$ cat src/rtl/mult_stream_engine_if.sv
// ---------------------------------------------------------------------------
// mult_stream_engine_if
// Bus bundle between an operand producer and mult_stream_engine.
//   write_req        producer -> engine  push request
//   fifo_write_data  producer -> engine  {multiplicand[2W-1:W], multiplier[W-1:0]}
//   left_sig         engine -> producer  free FIFO entries (DEPTH..0)
//   full             engine -> producer  FIFO full
//   overflow         engine -> producer  1-cycle pulse, push was dropped
//   busy             engine -> producer  multiply sequence in progress
//   product          engine -> producer  last result, held until the next one
//   product_valid    engine -> producer  1-cycle strobe, product updated
// Modports: master = producer side, slave = engine side.
// ---------------------------------------------------------------------------
interface mult_stream_engine_if #(
  parameter int W  = 8,
  parameter int AW = 4
);
  logic            write_req;
  logic [2*W-1:0]  fifo_write_data;
  logic [AW:0]     left_sig;
  logic            full;
  logic            overflow;
  logic            busy;
  logic [2*W-1:0]  product;
  logic            product_valid;

  modport master (
    output write_req, fifo_write_data,
    input  left_sig, full, overflow, busy, product, product_valid
  );

  modport slave (
    input  write_req, fifo_write_data,
    output left_sig, full, overflow, busy, product, product_valid
  );
endinterface

$ cat src/rtl/mult_stream_engine.sv
// ---------------------------------------------------------------------------
// mult_stream_engine
// FIFO-fed sequential shift-add multiplier. Operand pairs are pushed into a
// DEPTH-entry FIFO; a control FSM pops one pair at a time, runs a W-cycle
// shift-add multiply and presents the 2W-bit result with a 1-cycle strobe.
// Pop in cycle N gives product_valid in cycle N+W+2; back-to-back throughput
// is one result every W+3 cycles.
// Ports:
//   clk    in  system clock, rising edge
//   rst_n  in  asynchronous active-low reset
//   bus    slave modport of mult_stream_engine_if (push side and result side)
// Configuration macro:
//   SIGNED_MULT_EN  defined   -> operands are two's complement, signed product
//                   undefined -> unsigned only, no sign logic
// ---------------------------------------------------------------------------
module mult_stream_engine #(
  parameter int W     = 8,
  parameter int DEPTH = 16,
  parameter int AW    = 4
) (
  input  logic                 clk,
  input  logic                 rst_n,
  mult_stream_engine_if.slave  bus
);

  localparam int PW = 2 * W;
  localparam int CW = $clog2(W);
  localparam logic [AW:0]   DEPTH_L  = (AW + 1)'(DEPTH);
  localparam logic [AW:0]   ONE_L    = {{AW{1'b0}}, 1'b1};
  localparam logic [AW-1:0] PTR_ONE  = {{(AW - 1){1'b0}}, 1'b1};
  localparam logic [CW-1:0] CNT_ONE  = {{(CW - 1){1'b0}}, 1'b1};
  localparam logic [CW-1:0] CNT_LAST = CW'(W - 1);

  typedef enum logic [1:0] {
    ST_IDLE = 2'd0,
    ST_LOAD = 2'd1,
    ST_CALC = 2'd2,
    ST_DONE = 2'd3
  } state_t;

`ifdef SIGNED_MULT_EN
  localparam logic [PW-1:0] ONE_PW = {{(PW - 1){1'b0}}, 1'b1};

  // Magnitude of a W-bit two's complement value; the most negative value
  // maps to 2^(W-1), which still fits in W unsigned bits.
  function automatic logic [W-1:0] magnitude(input logic [W-1:0] v);
    magnitude = v[W-1] ? (~v + {{(W - 1){1'b0}}, 1'b1}) : v;
  endfunction
`endif

  // FIFO storage and status
  logic [PW-1:0] mem_r [DEPTH];
  logic [AW-1:0] wr_ptr_r;
  logic [AW-1:0] rd_ptr_r;
  logic [PW-1:0] rd_data_r;
  logic [AW:0]   left_r;
  logic [AW:0]   left_next_s;
  logic          full_r;
  logic          overflow_r;
  logic          push_s;
  logic          pop_s;
  logic          empty_s;

  // Multiplier datapath and control
  state_t        state_r;
  logic          busy_r;
  logic [W-1:0]  mcand_r;
  logic [W-1:0]  mplier_r;
  logic [PW-1:0] acc_r;
  logic [CW-1:0] cnt_r;
  logic [PW-1:0] partial_s;
  logic [PW-1:0] acc_next_s;
  logic [PW-1:0] result_s;
  logic [PW-1:0] product_r;
  logic          product_valid_r;
`ifdef SIGNED_MULT_EN
  logic          sign_r;
`endif

  // Acceptance uses the registered full flag, so a pop in the same cycle
  // cannot rescue a push that arrives while full.
  assign push_s  = bus.write_req & ~full_r;
  assign empty_s = (left_r == DEPTH_L);
  assign pop_s   = (state_r == ST_IDLE) & ~empty_s;

  // Free-entry count after this cycle's accepted push and pop
  always_comb begin
    left_next_s = left_r;
    case ({push_s, pop_s})
      2'b10:   left_next_s = left_r - ONE_L;
      2'b01:   left_next_s = left_r + ONE_L;
      default: left_next_s = left_r;
    endcase
  end

  // FIFO storage write port (data array needs no reset)
  always_ff @(posedge clk) begin
    if (push_s) begin
      mem_r[wr_ptr_r] <= bus.fifo_write_data;
    end
  end

  // FIFO pointers, registered read data and status flags
  always_ff @(posedge clk or negedge rst_n) begin
    if (!rst_n) begin
      wr_ptr_r   <= {AW{1'b0}};
      rd_ptr_r   <= {AW{1'b0}};
      rd_data_r  <= {PW{1'b0}};
      left_r     <= DEPTH_L;
      full_r     <= 1'b0;
      overflow_r <= 1'b0;
    end else begin
      if (push_s) begin
        wr_ptr_r <= wr_ptr_r + PTR_ONE;
      end
      if (pop_s) begin
        rd_ptr_r  <= rd_ptr_r + PTR_ONE;
        rd_data_r <= mem_r[rd_ptr_r];
      end
      left_r     <= left_next_s;
      full_r     <= (left_next_s == {(AW + 1){1'b0}});
      overflow_r <= bus.write_req & full_r;
    end
  end

  // One shift-add step: add the multiplicand shifted by the bit position
  // whenever the current multiplier LSB is set.
  assign partial_s  = mplier_r[0] ? ({{W{1'b0}}, mcand_r} << cnt_r) : {PW{1'b0}};
  assign acc_next_s = acc_r + partial_s;

`ifdef SIGNED_MULT_EN
  assign result_s = sign_r ? (~acc_next_s + ONE_PW) : acc_next_s;
`else
  assign result_s = acc_next_s;
`endif

  // Control FSM; product is written on the final CALC step so it and its
  // strobe are both visible during DONE.
  always_ff @(posedge clk or negedge rst_n) begin
    if (!rst_n) begin
      state_r         <= ST_IDLE;
      busy_r          <= 1'b0;
      mcand_r         <= {W{1'b0}};
      mplier_r        <= {W{1'b0}};
      acc_r           <= {PW{1'b0}};
      cnt_r           <= {CW{1'b0}};
      product_r       <= {PW{1'b0}};
      product_valid_r <= 1'b0;
`ifdef SIGNED_MULT_EN
      sign_r          <= 1'b0;
`endif
    end else begin
      case (state_r)
        ST_IDLE: begin
          product_valid_r <= 1'b0;
          if (pop_s) begin
            state_r <= ST_LOAD;
            busy_r  <= 1'b1;
          end
        end
        ST_LOAD: begin
`ifdef SIGNED_MULT_EN
          mcand_r  <= magnitude(rd_data_r[PW-1:W]);
          mplier_r <= magnitude(rd_data_r[W-1:0]);
          sign_r   <= rd_data_r[PW-1] ^ rd_data_r[W-1];
`else
          mcand_r  <= rd_data_r[PW-1:W];
          mplier_r <= rd_data_r[W-1:0];
`endif
          acc_r   <= {PW{1'b0}};
          cnt_r   <= {CW{1'b0}};
          state_r <= ST_CALC;
        end
        ST_CALC: begin
          acc_r    <= acc_next_s;
          mplier_r <= {1'b0, mplier_r[W-1:1]};
          cnt_r    <= cnt_r + CNT_ONE;
          // Always exactly W steps, zero operands included
          if (cnt_r == CNT_LAST) begin
            product_r       <= result_s;
            product_valid_r <= 1'b1;
            state_r         <= ST_DONE;
          end
        end
        ST_DONE: begin
          product_valid_r <= 1'b0;
          busy_r          <= 1'b0;
          state_r         <= ST_IDLE;
        end
        default: begin
          product_valid_r <= 1'b0;
          busy_r          <= 1'b0;
          state_r         <= ST_IDLE;
        end
      endcase
    end
  end

  assign bus.left_sig      = left_r;
  assign bus.full          = full_r;
  assign bus.overflow      = overflow_r;
  assign bus.busy          = busy_r;
  assign bus.product       = product_r;
  assign bus.product_valid = product_valid_r;

endmodule

$ cat src/flat_wrapper.sv
// flat-port wrapper written by rule: the top's interface ports become plain ports
module mult_stream_engine_flat 
#(
  parameter int W     = 8,
  parameter int DEPTH = 16,
  parameter int AW    = 4
)
  (clk, rst_n, bus_write_req, bus_fifo_write_data, bus_left_sig, bus_full, bus_overflow, bus_busy, bus_product, bus_product_valid);
  mult_stream_engine_if #(.W(W), .AW(AW)) bus_i ();
  input  logic clk;
  input  logic rst_n;
  input wire logic [$bits(bus_i.write_req)-1:0] bus_write_req;
  input wire logic [$bits(bus_i.fifo_write_data)-1:0] bus_fifo_write_data;
  output wire logic [$bits(bus_i.left_sig)-1:0] bus_left_sig;
  output wire logic [$bits(bus_i.full)-1:0] bus_full;
  output wire logic [$bits(bus_i.overflow)-1:0] bus_overflow;
  output wire logic [$bits(bus_i.busy)-1:0] bus_busy;
  output wire logic [$bits(bus_i.product)-1:0] bus_product;
  output wire logic [$bits(bus_i.product_valid)-1:0] bus_product_valid;
  assign bus_i.write_req = bus_write_req;
  assign bus_i.fifo_write_data = bus_fifo_write_data;
  assign bus_left_sig = bus_i.left_sig;
  assign bus_full = bus_i.full;
  assign bus_overflow = bus_i.overflow;
  assign bus_busy = bus_i.busy;
  assign bus_product = bus_i.product;
  assign bus_product_valid = bus_i.product_valid;
  mult_stream_engine #(.W(W), .DEPTH(DEPTH), .AW(AW)) u_core (.clk(clk), .rst_n(rst_n), .bus(bus_i));
endmodule
$ cat config.mk
export PLATFORM = sky130hd
export DESIGN_NAME = mult_stream_engine_flat
export DESIGN_NICKNAME = d
export VERILOG_FILES = /design/src/rtl/mult_stream_engine_if.sv /design/src/rtl/mult_stream_engine.sv /design/src/flat_wrapper.sv
export SDC_FILE = /design/constraint.sdc
export NUM_CORES = 1
export LEC_CHECK = 0
export BUFFER_PORTS_ARGS = -buffer_cell sky130_fd_sc_hd__clkbuf_2
export CORE_MARGIN = 8
export CORE_UTILIZATION = 35
export CTS_CLUSTER_DIAMETER = 200
export DETAILED_ROUTE_END_ITERATION = 7
export REMOVE_ABC_BUFFERS = 1
export SYNTH_ARGS = -nofsm -noshare
export SYNTH_HDL_FRONTEND = slang
export SYNTH_SLANG_ARGS = --single-unit
$ cat constraint.sdc
create_clock -name clk -period 5.2 [get_ports clk]
set_input_delay 0.26 -clock clk [delete_from_list [all_inputs] [get_ports clk]]
set_output_delay 0.26 -clock clk [all_outputs]
set_load 0.01 [all_outputs]
### After elaboration in Yosys (flattened, before gate mapping)

Memories as Yosys holds them, arrays and structs flattened. A register that Yosys moved wholly into a read port is not among the register bits.
Index checks and enable logic that the tools add are counted.

* add/subtract/negate cells: 6
* equal/unequal tests: 9
* shift operators: 1
* mux-type cells: 14
* bitwise operators: 5
* reduce and logical (&&, ||, !) cells: 11

Operator list (count)
* 16-bit one-hot mux with 2 select lines: 1
* 16-bit adder: 1
* 16-bit two-way mux: 1
* 8-bit one-hot mux with 2 select lines: 1
* 8-bit by 3-bit left shift with 16-bit output: 1
* 5-bit one-hot mux with 2 select lines: 1
* 4-bit by 1-bit adder with 4-bit output (second input constant): 2
* 2-bit one-hot mux with 4 select lines: 1
* 2-bit AND reduction: 4
* 2-bit equality test (second input constant): 3
* 3-bit one-hot mux with 2 select lines: 1
* 2-bit nonzero test: 3
* 5-bit by 1-bit adder with 5-bit output (second input constant): 1
* 5-bit equality test (second input constant): 1
* 5-bit zero test: 1
* 5-bit by 1-bit subtractor with 5-bit output (second input constant): 1
* 2-bit by 1-bit equality test with 1-bit output (second input constant): 2
* 1-bit two-way mux: 4
* 2-bit two-way mux: 2
* 2-bit by 1-bit inequality test with 1-bit output (second input constant): 2
* 1-bit one-hot mux with 2 select lines: 2
* 3-bit by 1-bit adder with 3-bit output (second input constant): 1
* 1-bit bitwise AND: 3
* 3-bit equality test (second input constant): 1
* 4 further kinds: 5

* register bits: 70
* memory bits (writable): 256
* logic and storage cells: 60
* memories kept: 1

Memory list
* u_core.mem_r: depth 16, width 16, read ports 1, clocked after memory_dff 1, wr ports 1, line mult_stream_engine.sv:52 `logic [PW-1:0] mem_r [DEPTH];`

### Longest topological paths before layout

Gate-level depths: netlist of the first run.

* word-level depth: 6
* gate-level depth with buffers: 13
* mapped depth without buffers: 12

### Worst setup path after synthesis of the first run

OpenSTA, ideal clock, no wires.

* path kind: reg2reg
* start point: register u_core.cnt_r[0]
* end point: register u_core.acc_r[12]
* library setup time: 131 ps
* arrival: 2887 ps
* required time: 5069 ps
* slack: 2182 ps
* stages on the path, launching flop included: 13
* path buffers: 2
* cell sequence: dfrtp_1 > clkbuf_1 > mux2_2 > o21ai_0 > nor2_1 > o21a_1 > ha_1 > clkbuf_1 > nand2_1 > o21ai_0 > nor3_1 > a221oi_1 > nand3_1

* word-level cells in the longest chain between the ends: 4

RTL lines
* start, declared: line mult_stream_engine.sv:70 `logic [CW-1:0] cnt_r;`
* start signal, assigned: line mult_stream_engine.sv:146 `cnt_r <= {CW{1'b0}};`
* start signal, assigned: line mult_stream_engine.sv:171 `cnt_r <= {CW{1'b0}};`
* start signal, assigned: line mult_stream_engine.sv:177 `cnt_r <= cnt_r + CNT_ONE;`
* 8-bit by 3-bit left shift with 16-bit output: line mult_stream_engine.sv:128 `assign partial_s = mplier_r[0] ? ({{W{1'b0}}, mcand_r} << cnt_r) : {PW{1'b0}};`
* 16-bit two-way mux: line mult_stream_engine.sv:128
* 16-bit adder: line mult_stream_engine.sv:129 `assign acc_next_s = acc_r + partial_s;`
* 16-bit one-hot mux with 2 select lines: line mult_stream_engine.sv:153 `case (state_r)`
* end signal, assigned: line mult_stream_engine.sv:145 `acc_r <= {PW{1'b0}};`
* end signal, assigned: line mult_stream_engine.sv:170 `acc_r <= {PW{1'b0}};`
* end signal, assigned: line mult_stream_engine.sv:175 `acc_r <= acc_next_s;`
* end, declared: line mult_stream_engine.sv:69 `logic [PW-1:0] acc_r;`

No other way between the ends.
A chain may end at the register's enable or synchronous reset.

### Worst setup path after layout of the first run

* start point: register u_core.left_r[0] (netlist: u_core.bus.left_sig[0])
* end point: register u_core.full_r (netlist: u_core.bus.full)

* word-level cells in the longest chain between the ends: 6
* elaborated cells between the ends (all ways): 9
* those cells by class: add/sub: 2; eq/ne: 3; mux: 1; bitwise: 2; reduce/logical: 1

RTL lines
* start, declared: line mult_stream_engine.sv:56 `logic [AW:0] left_r;`
* start signal, assigned: line mult_stream_engine.sv:120 `left_r <= left_next_s;`
* 5-bit equality test (*): line mult_stream_engine.sv:83 `assign empty_s = (left_r == DEPTH_L);`
* 1-bit inverter (*): line mult_stream_engine.sv:84 `assign pop_s = (state_r == ST_IDLE) & ~empty_s;`
* 1-bit bitwise AND (*): line mult_stream_engine.sv:84
* net u_core.pop_s: line mult_stream_engine.sv:61 `logic pop_s;`
* 2-bit by 1-bit equality test with 1-bit output or 2-bit equality test (tied branches): line mult_stream_engine.sv:89 `case ({push_s, pop_s})`
* 5-bit one-hot mux with 2 select lines (*): line mult_stream_engine.sv:89
* net u_core.left_next_s[4]: line mult_stream_engine.sv:57 `logic [AW:0] left_next_s;`
* 5-bit zero test (*): line mult_stream_engine.sv:121 `full_r <= (left_next_s == {(AW + 1){1'b0}});`
* end signal, assigned: line mult_stream_engine.sv:121
* end, declared: line mult_stream_engine.sv:58 `logic full_r;`

Mark *: on every way through the listed nets, which the timed path passes. The rest lies on a longest branch.

==> run summary, run 1 <==
After clock tree synthesis, the clock-pin slew on the worst setup and hold paths is 60 ps. In this run the clock root is driven by a sky130_fd_sc_hd__clkbuf_16. The post-synth design cell area came out at 14500 um^2.

The total power came out at 8.99 mW. The congestion estimate from routability-driven global placement came to approximately 0.83. In this design, the stage delay of the slowest critical-path cell is between 500 and 600 ps. The worst setup path is launched from a register. The first routing iteration left approximately 550 violations. The compound-cell area share of the yosys netlist is 5.84%. The flip-flop and latch count after synthesis is roughly 340. Measured along the y axis, the die boundary spans 219 um. The half-perimeter wire length after placement came out at 19200 um.

The final count of pins violating max slew was 0. In this run the worst hold path is classified as in2reg. The signal on the critical path passes through nor4_2 -> nand2_1 -> nand2_2 -> inv_2 -> ha_1 -> inv_1 -> ha_1 -> a21o_1 -> a21oi_1 -> mux2i_1 -> xnor2_1 -> nor4b_1. The part of the power in registers is between 40 and 50%. No sink is reached through more buffers than the 3 on the longest clock path. The number of enable flip-flop cells after synthesis came out at roughly 260. The async set-or-reset flop fraction in the synthesized netlist came out at 25.1%. TritonCTS built the clock tree. The post-place setup slack is 1820 ps. After Yosys synthesis, full adders, half adders and majority gates account for under 10% of the synthesized area. The number of placement rows is 74. The floorplan die area is 48100 um^2. The worst setup path is captured at a register.

The average via count per standard cell is 5.17. The worst path needs about 3400 ps of the cycle, external delays included. The number of clock sinks seen by CTS came out at 342. The fraction of power consumed by combinational cells came out at around 29%.

Data arrives at the worst endpoint at between 3000 and 4000 ps. The top fanout value on the critical path is 34. The count of H-tree levels built during CTS is 2. The switching share of total power came out at between 30% and 40%.

The number of different library cells in the post-synthesis netlist is 57. The leakage power figure came out at 5.88 nW. The worst setup path is of the reg2reg kind. The simple-gate portion of the synthesized area is 5.79%.

The number of max-cap violations came out at 0. The transition at the pin with the smallest max-transition slack is around 940 ps. The latest clock arrival within the worst-skew pair is 520 ps. The floorplan die width came out at 219 um. After global routing the overflow that remains totals 0. For this run, the post-layout net count is 997.

The headroom to the max-slew limit came out at between 30% and 40%. The critical path data required time came out at 5600 ps. Buffers added to address setup during post-CTS repair amount to 0. The power per cell area is 544 nW/um^2.

The highest attainable clock frequency came out at 0.298 GHz. The total setup violations reported at the end of the flow is 0. The number of I/O pins came out at 44.

For this run, the total global-route usage over all layers was measured as 12.9%. The number of hold-slack violations in the final timing report is 0. The multiplexer area fraction after synthesis came out at 14.4%. The count of antenna-violating nets left after detailed routing is 0. Among all flip-flop cells after synthesis, the most frequent one is sky130_fd_sc_hd__edfxtp_1. The core area came out at about 41000 um^2. The number of detailed-routing iterations run before antenna repair is 5. For this run, the register share of the synthesized area comes to 68.0%.

The number of instances in the synthesized netlist is approximately 890. The area growth from synthesis to layout is 14.3%. In the finished design, the share of the clock period the worst path needs comes to 64.4%.

The flow ran to the end, and the final reports show no timing, DRC or antenna violations. The tightest hold path in the finished design has a slack of roughly 150 ps. Counting stages on the worst path, the most repeated cell is sky130_fd_sc_hd__ha_1. 0 antenna diodes ended up in the layout.

The detailed-route wire length is 30600 um. The post-route cell area is 16500 um^2. The largest family of logic cells by synthesized area is multiplexers. In the routed design, unresolved DRC markers number 0. The warning count from the yosys run came out at 0. In this run the biggest area consumer among cell types represents between 50% and 60% of the synthesized area. The global-route wire length before repair came out at roughly 48000 um. Across all setup checks in the final design, the least slack found is 1850 ps.

The cell internal power dissipation came out at approximately 6 mW. The initial antenna violation count is 0. The cell with the largest stage delay on the worst path is sky130_fd_sc_hd__nand2_2. Ranked by total cell area, the synthesized netlist is headed by sky130_fd_sc_hd__edfxtp_1, sky130_fd_sc_hd__dfrtp_1, sky130_fd_sc_hd__mux4_2.

The switching power total came out at 2.86 mW. The portion of total power attributed to the clock network is 27.8%. The post-place instance area is 15400 um^2. Input and output buffers added on the ports amount to 43. Across the VDD grid, the largest voltage drop is ~0.00035 V.

Summed over all instances, the cell type with the most area after synthesis is sky130_fd_sc_hd__edfxtp_1. In this run, CTS created clock tree buffers numbering 36. The average instance in the mapped netlist occupies 16.3 um^2. Dividing the detail-routed wire length by the instance count gives 20.3 um.

The number of vias after detailed routing is 7764. Setup repair after global routing left no endpoint under its margin. The layout cell share with drive strength beyond 1 is 23.6%. The xor and xnor area share after synthesis came out at 1.03%. The largest net degree at the start of global routing came out at 46. The via count of the first global-routing pass is roughly 8100. Summed over all failing endpoints, the final setup total negative slack is 0 ps.

Across the routed clock network, the largest skew measured is 18.4 ps. The initial core utilization came out at 35.4%.
## logic make-up (layout without fill, tap and decap cells)
| kind of cell | after synthesis | count (layout) |
|---|---|---|
| flops | 342 | 342 |
| mux | 124 | 124 |
| compound gates | 124 | 124 |
| buf+inv | 70 | 153 |
| simple gates | 179 | 179 |
| fa+ha+maj | 32 | 32 |
| xor+xnor | 17 | 17 |
## sequential cells by signal (all words and copies together), names as in the netlist
name	cells
u_core.bus.overflow	1
u_core.acc_r	16
u_core.bus.busy	1
u_core.bus.product	16
u_core.mcand_r	8
u_core.bus.full	1
u_core.wr_ptr_r	4
u_core.cnt_r	3
u_core.bus.left_sig	5
u_core.mem_r	256
u_core.bus.product_valid	1
u_core.rd_ptr_r	4
u_core.state_r	2
u_core.mplier_r	8
u_core.rd_data_r	16
## final timing paths
path	slack [ps]	cells after the start	start	endpoint
min	150	1	bus_fifo_write_data[9]	u_core.mem_r[2][9]
max in group asynchronous	3890	3	rst_n	u_core.rd_ptr_r[0]
min reg2reg	470	2	u_core.bus.product[2]	u_core.bus.product[2]
min in group asynchronous	280	2	rst_n	u_core.bus.product[1]
max reg2reg	1850	12	u_core.bus.left_sig[0]	u_core.bus.full
max	1850	12	u_core.bus.left_sig[0]	u_core.bus.full
## area by class of cell
cell class | count | area, um^2
Clock buffer | 45 | 945
Clock inverter | 18 | 204
Timing Repair Buffer | 69 | 418
Fill cell | 3640 | 24300
Multi-Input combinational cell | 476 | 4370
Inverter | 21 | 78.8
Sequential cell | 342 | 9850
Tap cell | 532 | 666
## power groups by stage
stage | clock network [mW] | logic [mW] | registers (mW)
4_1_cts | 2.57 | 2.67 | 3.87
3_3_place_gp | 0 | 2.63 | 3.91
2_1_floorplan | 0 | 1.91 | 3.83
5_1_grt | 2.67 | 2.90 | 3.94
3_5_place_dp | 0 | 2.66 | 3.92
6_report | 2.50 | 2.63 | 3.85
## repair_timing
action / in CTS / in global routing
resized for setup: 0 / 0
hold endpoints to repair: 42 / 0
hold buffers: 2 / 0
## Yosys cell counts (4+ instances only)
| cell | instances |
|---|---|
| sky130_fd_sc_hd__and3_1 | 5 |
| sky130_fd_sc_hd__buf_2 | 10 |
| sky130_fd_sc_hd__nand4_1 | 5 |
| sky130_fd_sc_hd__and2_1 | 8 |
| sky130_fd_sc_hd__buf_1 | 4 |
| sky130_fd_sc_hd__o21ai_0 | 31 |
| sky130_fd_sc_hd__nor2_1 | 42 |
| sky130_fd_sc_hd__o211ai_1 | 6 |
| sky130_fd_sc_hd__mux4_2 | 65 |
| sky130_fd_sc_hd__nand3_1 | 10 |
| sky130_fd_sc_hd__a21oi_1 | 30 |
| sky130_fd_sc_hd__xnor2_1 | 12 |
| sky130_fd_sc_hd__edfxtp_1 | 256 |
| sky130_fd_sc_hd__a21o_1 | 5 |
| sky130_fd_sc_hd__dfrtp_1 | 85 |
| sky130_fd_sc_hd__o2bb2ai_1 | 7 |
| sky130_fd_sc_hd__mux2i_1 | 32 |
| sky130_fd_sc_hd__nand2_1 | 61 |
| sky130_fd_sc_hd__o31ai_1 | 5 |
| sky130_fd_sc_hd__a221o_1 | 15 |
| sky130_fd_sc_hd__clkbuf_1 | 33 |
| sky130_fd_sc_hd__mux2_2 | 27 |
| sky130_fd_sc_hd__ha_1 | 30 |
| sky130_fd_sc_hd__nand2b_1 | 6 |
| sky130_fd_sc_hd__nor2b_1 | 5 |
| sky130_fd_sc_hd__inv_1 | 19 |
| sky130_fd_sc_hd__nor3_1 | 25 |
| sky130_fd_sc_hd__xor2_1 | 5 |
## stage by stage
stage / util [%] / instances
6_report: 40.5 / 1503
5_1_grt: 40.5 / 1503
2_1_floorplan: - / 839
3_3_place_gp: 37.6 / 1438
3_5_place_dp: 37.6 / 1438
4_1_cts: 40.5 / 1503
## cells in the final DEF (no fill, tap or decap), drive strengths merged, types with 6 or more instances in the layout
master / n
a21oi: 30
a221o: 15
and2: 8
buf: 25
clkbuf: 87
clkinv: 12
dfrtp: 85
edfxtp: 256
ha: 30
inv: 21
mux2: 27
mux2i: 32
mux4: 65
nand2: 62
nand2b: 6
nand3: 10
nor2: 42
nor3: 25
o211ai: 6
o21ai: 31
o2bb2ai: 7
xnor2: 12
## worst max-delay path: cells and delay by family (launching register included)
kind	cells	cell delay [ps]
and+or+nand+nor	4	1260
adders and majority gates	2	540
DFF	1	450
AOI/OAI and AO/OA	2	340
buffers and inverters	2	290
muxes	1	230
xor gates and xnor gates	1	110
## metal layers
metal | global-route usage [%] | wire length (um) | up-vias
li1 | - | - | 3577
met1 | 17.5 | 13800 | 4010
met2 | 21.4 | 14900 | 143
met3 | 2.35 | 1430 | 34
met4 | 2.94 | 487 | 0
met5 | 0 | 0 | -
No activity file was read; power rests on OpenSTA's default activity.
==> run 2: changes to the inputs <==
clock period = 2.7 ns   (was 5.2 ns; I/O delays follow)
==> run 2 against run 1 <==
Against the previous run: the flow now finishes with violations (setup timing); combinational power increased to 2.6 times the previous value; clock-buffer cell count increased by 2; worst setup slack got worse by 2000 ps; clock power increased by 91%; wire length increased by 6.0%; critical path depth unchanged; global-route usage increased by 0.61 points; die area unchanged; via count increased by 6.5%; register-to-register slack got worse by 2000 ps; fmax increased by 20%.
==> run summary, run 2 (same netlist as run 1, synthesis figures left out) <==
The number of detailed-routing iterations run before antenna repair came to 5 (unchanged). The floorplan die width is 219 um (unchanged). The number of placement rows is 74 (unchanged). The number of vias after detailed routing is 8268 (+6.5%). The flop-to-flop setup slack came out at -100 ps (-1950 ps). The worst hold path terminates at u_core.mem_r[4][8]. The routed wire length per instance is 20.2 um (-0.52%). The register clock-pin slew on the reported worst setup and hold paths came out at 60 ps (about the same).

The number of nets in the finished design is 1096 (+9.9%). The first-iteration detailed-routing DRC count was 527 (-3.8%). Leaving out fill and tap cells, the most frequent cell in the layout is sky130_fd_sc_hd__edfxtp_1. The floorplan die area is 48100 um^2 (unchanged). In this run the critical register-to-register path is launched from u_core.cnt_r[0].

The height of the die came out at 219 um (unchanged). The final-layout setup total negative slack is -413 ps (-413 ps). The initial core utilization came out at 35.4% (unchanged).

The category of the most critical setup path is reg2reg. The layout cell share with drive strength beyond 1 is 36.2% (+13 points). The final count of pins violating max slew came to 0 (unchanged).

The final routed DRC violation total is 0 (unchanged). The total setup violations reported at the end of the flow is 8 (+8). The detailed-route wire length is 32400 um (+6.0%).

The count of antenna-violating nets left after detailed routing came to 0 (unchanged). The number of max-cap violations is 0 (unchanged). The top cell types in the final layout, fill and taps aside, are sky130_fd_sc_hd__edfxtp_1, sky130_fd_sc_hd__buf_4, sky130_fd_sc_hd__dfrtp_1.

The post-route worst hold slack came to 12.7 ps (-142 ps). The leakage power figure is 6.45 nW (+9.8%). The reg-to-reg critical path endpoint is u_core.acc_r[15]. The core area is 40800 um^2 (unchanged). The met3 usage in global routing came out at 2.55% (+0.19 points).

The number of hold-slack violations in the final timing report came out at 0 (unchanged). The number of cells on the worst hold path was 1 (unchanged). The tree is rooted in a sky130_fd_sc_hd__clkbuf_16. The global placer's final weighted congestion is 0.855 (+3.0%).

The aggregate global-route resource usage came out at 13.5% (+0.61 points). The transition at the pin with the smallest max-transition slack is 829 ps (-111 ps). The worst min-delay path class is in2reg. The post-route worst setup slack came out at -101 ps (-1950 ps). Setup repair after global routing could not meet its margin everywhere.

The count of buffers from port buffering is 43 (unchanged). The flip-flop count of the largest register after layout was 256 (unchanged). The number of diodes added for antenna fixing is 0 (unchanged). The run finished, with violations left.

The latest clock arrival within the worst-skew pair came out at 540 ps (+20 ps). The largest net degree at the start of global routing is 41 (-11%). The half-perimeter wire length after placement is 21000 um (+9.6%). The power per cell area came out at 1050 nW/um^2 (+93%).

The part of the cycle the worst path needs is 104% (+39 points). The count of H-tree levels built during CTS came to 2 (unchanged). The highest attainable clock frequency is 0.357 GHz (+20%). The top fanout value on the critical path is 4 (-88%). STA classifies the critical path startpoint as a register. The maximum resistive drop on vdd came out at 0.000618 V (+76%).

The register with the most flip-flops is u_core.mem_r. The layer flagged by global routing as most heavily used is met2. The headroom to the max-slew limit is 44.7% (+7.4 points). The initial antenna violation count was 0 (unchanged). The via count of the first global-routing pass came out at 8442 (+4.3%). STA classifies the critical path endpoint as a register. The global-route wire length before repair is 50100 um (+4.5%). The number of I/O pins is 44 (unchanged). TritonCTS built the clock tree. The post-route cell area came out at 17800 um^2 (+7.8%). The post-place instance area came out at 16000 um^2 (+4.3%). The met2 layer usage reported by global route is 22.4% (+1.1 points).

The number of clock sinks seen by CTS is 342 (unchanged). The critical path data required time was 3130 ps (-2470 ps). The total grt overflow is 0 (unchanged). The maximum clock path buffer count came out at 3 (unchanged).

The setup clock skew after layout is 23.3 ps (+4.95 ps). The global-route track usage on met1 is 18.1% (+0.63 points). The cell depth of the worst flop-to-flop path is 12 (unchanged).

The average via count per standard cell is 5.16 (about the same). The checks that failed: setup timing. The number of CTS-inserted buffers is 36 (unchanged). The area growth from synthesis to layout is 23.2%. The arrival time of the worst setup path is 3230 ps (-520 ps). In this run the most critical hold path is launched from bus_fifo_write_data[8]. The shortest clock period the worst path allows after layout is 2800 ps (-550 ps).
run 2: cell count changes in the layout (fill, tap and decap cells not counted), moves of 6 or more:
cell | previous run | this run
sky130_fd_sc_hd__buf_12 | 0 | 6
sky130_fd_sc_hd__mux2i_1 | 32 | 26
sky130_fd_sc_hd__dlygate4sd3_1 | 2 | 8
sky130_fd_sc_hd__ha_4 | 0 | 7
sky130_fd_sc_hd__a21oi_2 | 0 | 8
sky130_fd_sc_hd__a21oi_1 | 30 | 19
sky130_fd_sc_hd__o21ai_0 | 31 | 22
sky130_fd_sc_hd__buf_6 | 0 | 6
sky130_fd_sc_hd__buf_4 | 25 | 106
sky130_fd_sc_hd__o21ai_1 | 0 | 6
sky130_fd_sc_hd__ha_1 | 30 | 19
run 2: worst max-delay path by stage:
stage                                  start               endpoint  slack [ps]
after floorplan           u_core.rd_ptr_r[0]   u_core.rd_data_r[11]       -1260
after global placement       u_core.cnt_r[0]  u_core.bus.product[8]        -180
after detailed placement     u_core.cnt_r[0]       u_core.acc_r[11]        -260
after CTS                    u_core.cnt_r[0]       u_core.acc_r[10]         -40
after global routing         u_core.cnt_r[0]       u_core.acc_r[15]        -260
final                        u_core.cnt_r[0]       u_core.acc_r[15]        -100
run 2: power breakdown:
| group | switching, mW | total (mW) | internal, mW |
|---|---|---|---|
| Sequential | 0.634 | 7.15 | 6.51 |
| Clock | 2.01 | 4.78 | 2.77 |
| Combinational | 3.41 | 6.81 | 3.40 |
| Total | 6.05 | 18.7 | 12.7 |
run 2: routing by layer:
layer / share of wire (%) / wire length, um
met1: 44 / 14200
met2: 50 / 16100
met3: 4.7 / 1520
met4: 1.9 / 631
met5: 0 / 0
run 2: per-stage QoR:
stage	cells	power [mW]	util, %	setup WS [ps]
finish	1602	18.7	43.7	-101
global route	1602	19.8	43.7	-257
CTS	1593	18.4	42.7	-39.5
detailed placement	1516	13.3	39.2	-263
global placement	1516	13.2	39.2	-180
floorplan	839	11.1	-	-1260
run 2: timing repair:
item	in CTS	in global routing
hold endpoints to repair	121	0
endpoints found under the setup margin	20	21
setup buffers	6	10
pin swaps	13	49
hold buffers	8	0
resized for setup	30	71
run 2: area by class of cell:
type / count / area [um^2]
clock buffer: 47 / 983
clock inverter: 16 / 159
fill: 3567 / 23000
inverter: 21 / 78.8
multi-input combinational: 476 / 4820
sequential: 342 / 9850
tap: 532 / 666
timing repair buffer: 168 / 1270
run 2: critical path: stages (launching register included):
cell                       delay, ps
sky130_fd_sc_hd__dfrtp_2         410
sky130_fd_sc_hd__buf_6           150
sky130_fd_sc_hd__mux2i_2         250
sky130_fd_sc_hd__mux2i_1         130
sky130_fd_sc_hd__a21oi_1         170
sky130_fd_sc_hd__nor2b_1          70
sky130_fd_sc_hd__ha_1            350
sky130_fd_sc_hd__o211ai_1        140
sky130_fd_sc_hd__o211ai_1        260
sky130_fd_sc_hd__buf_4           160
sky130_fd_sc_hd__nand4b_1        170
sky130_fd_sc_hd__and3_4          250
sky130_fd_sc_hd__a211oi_2        210
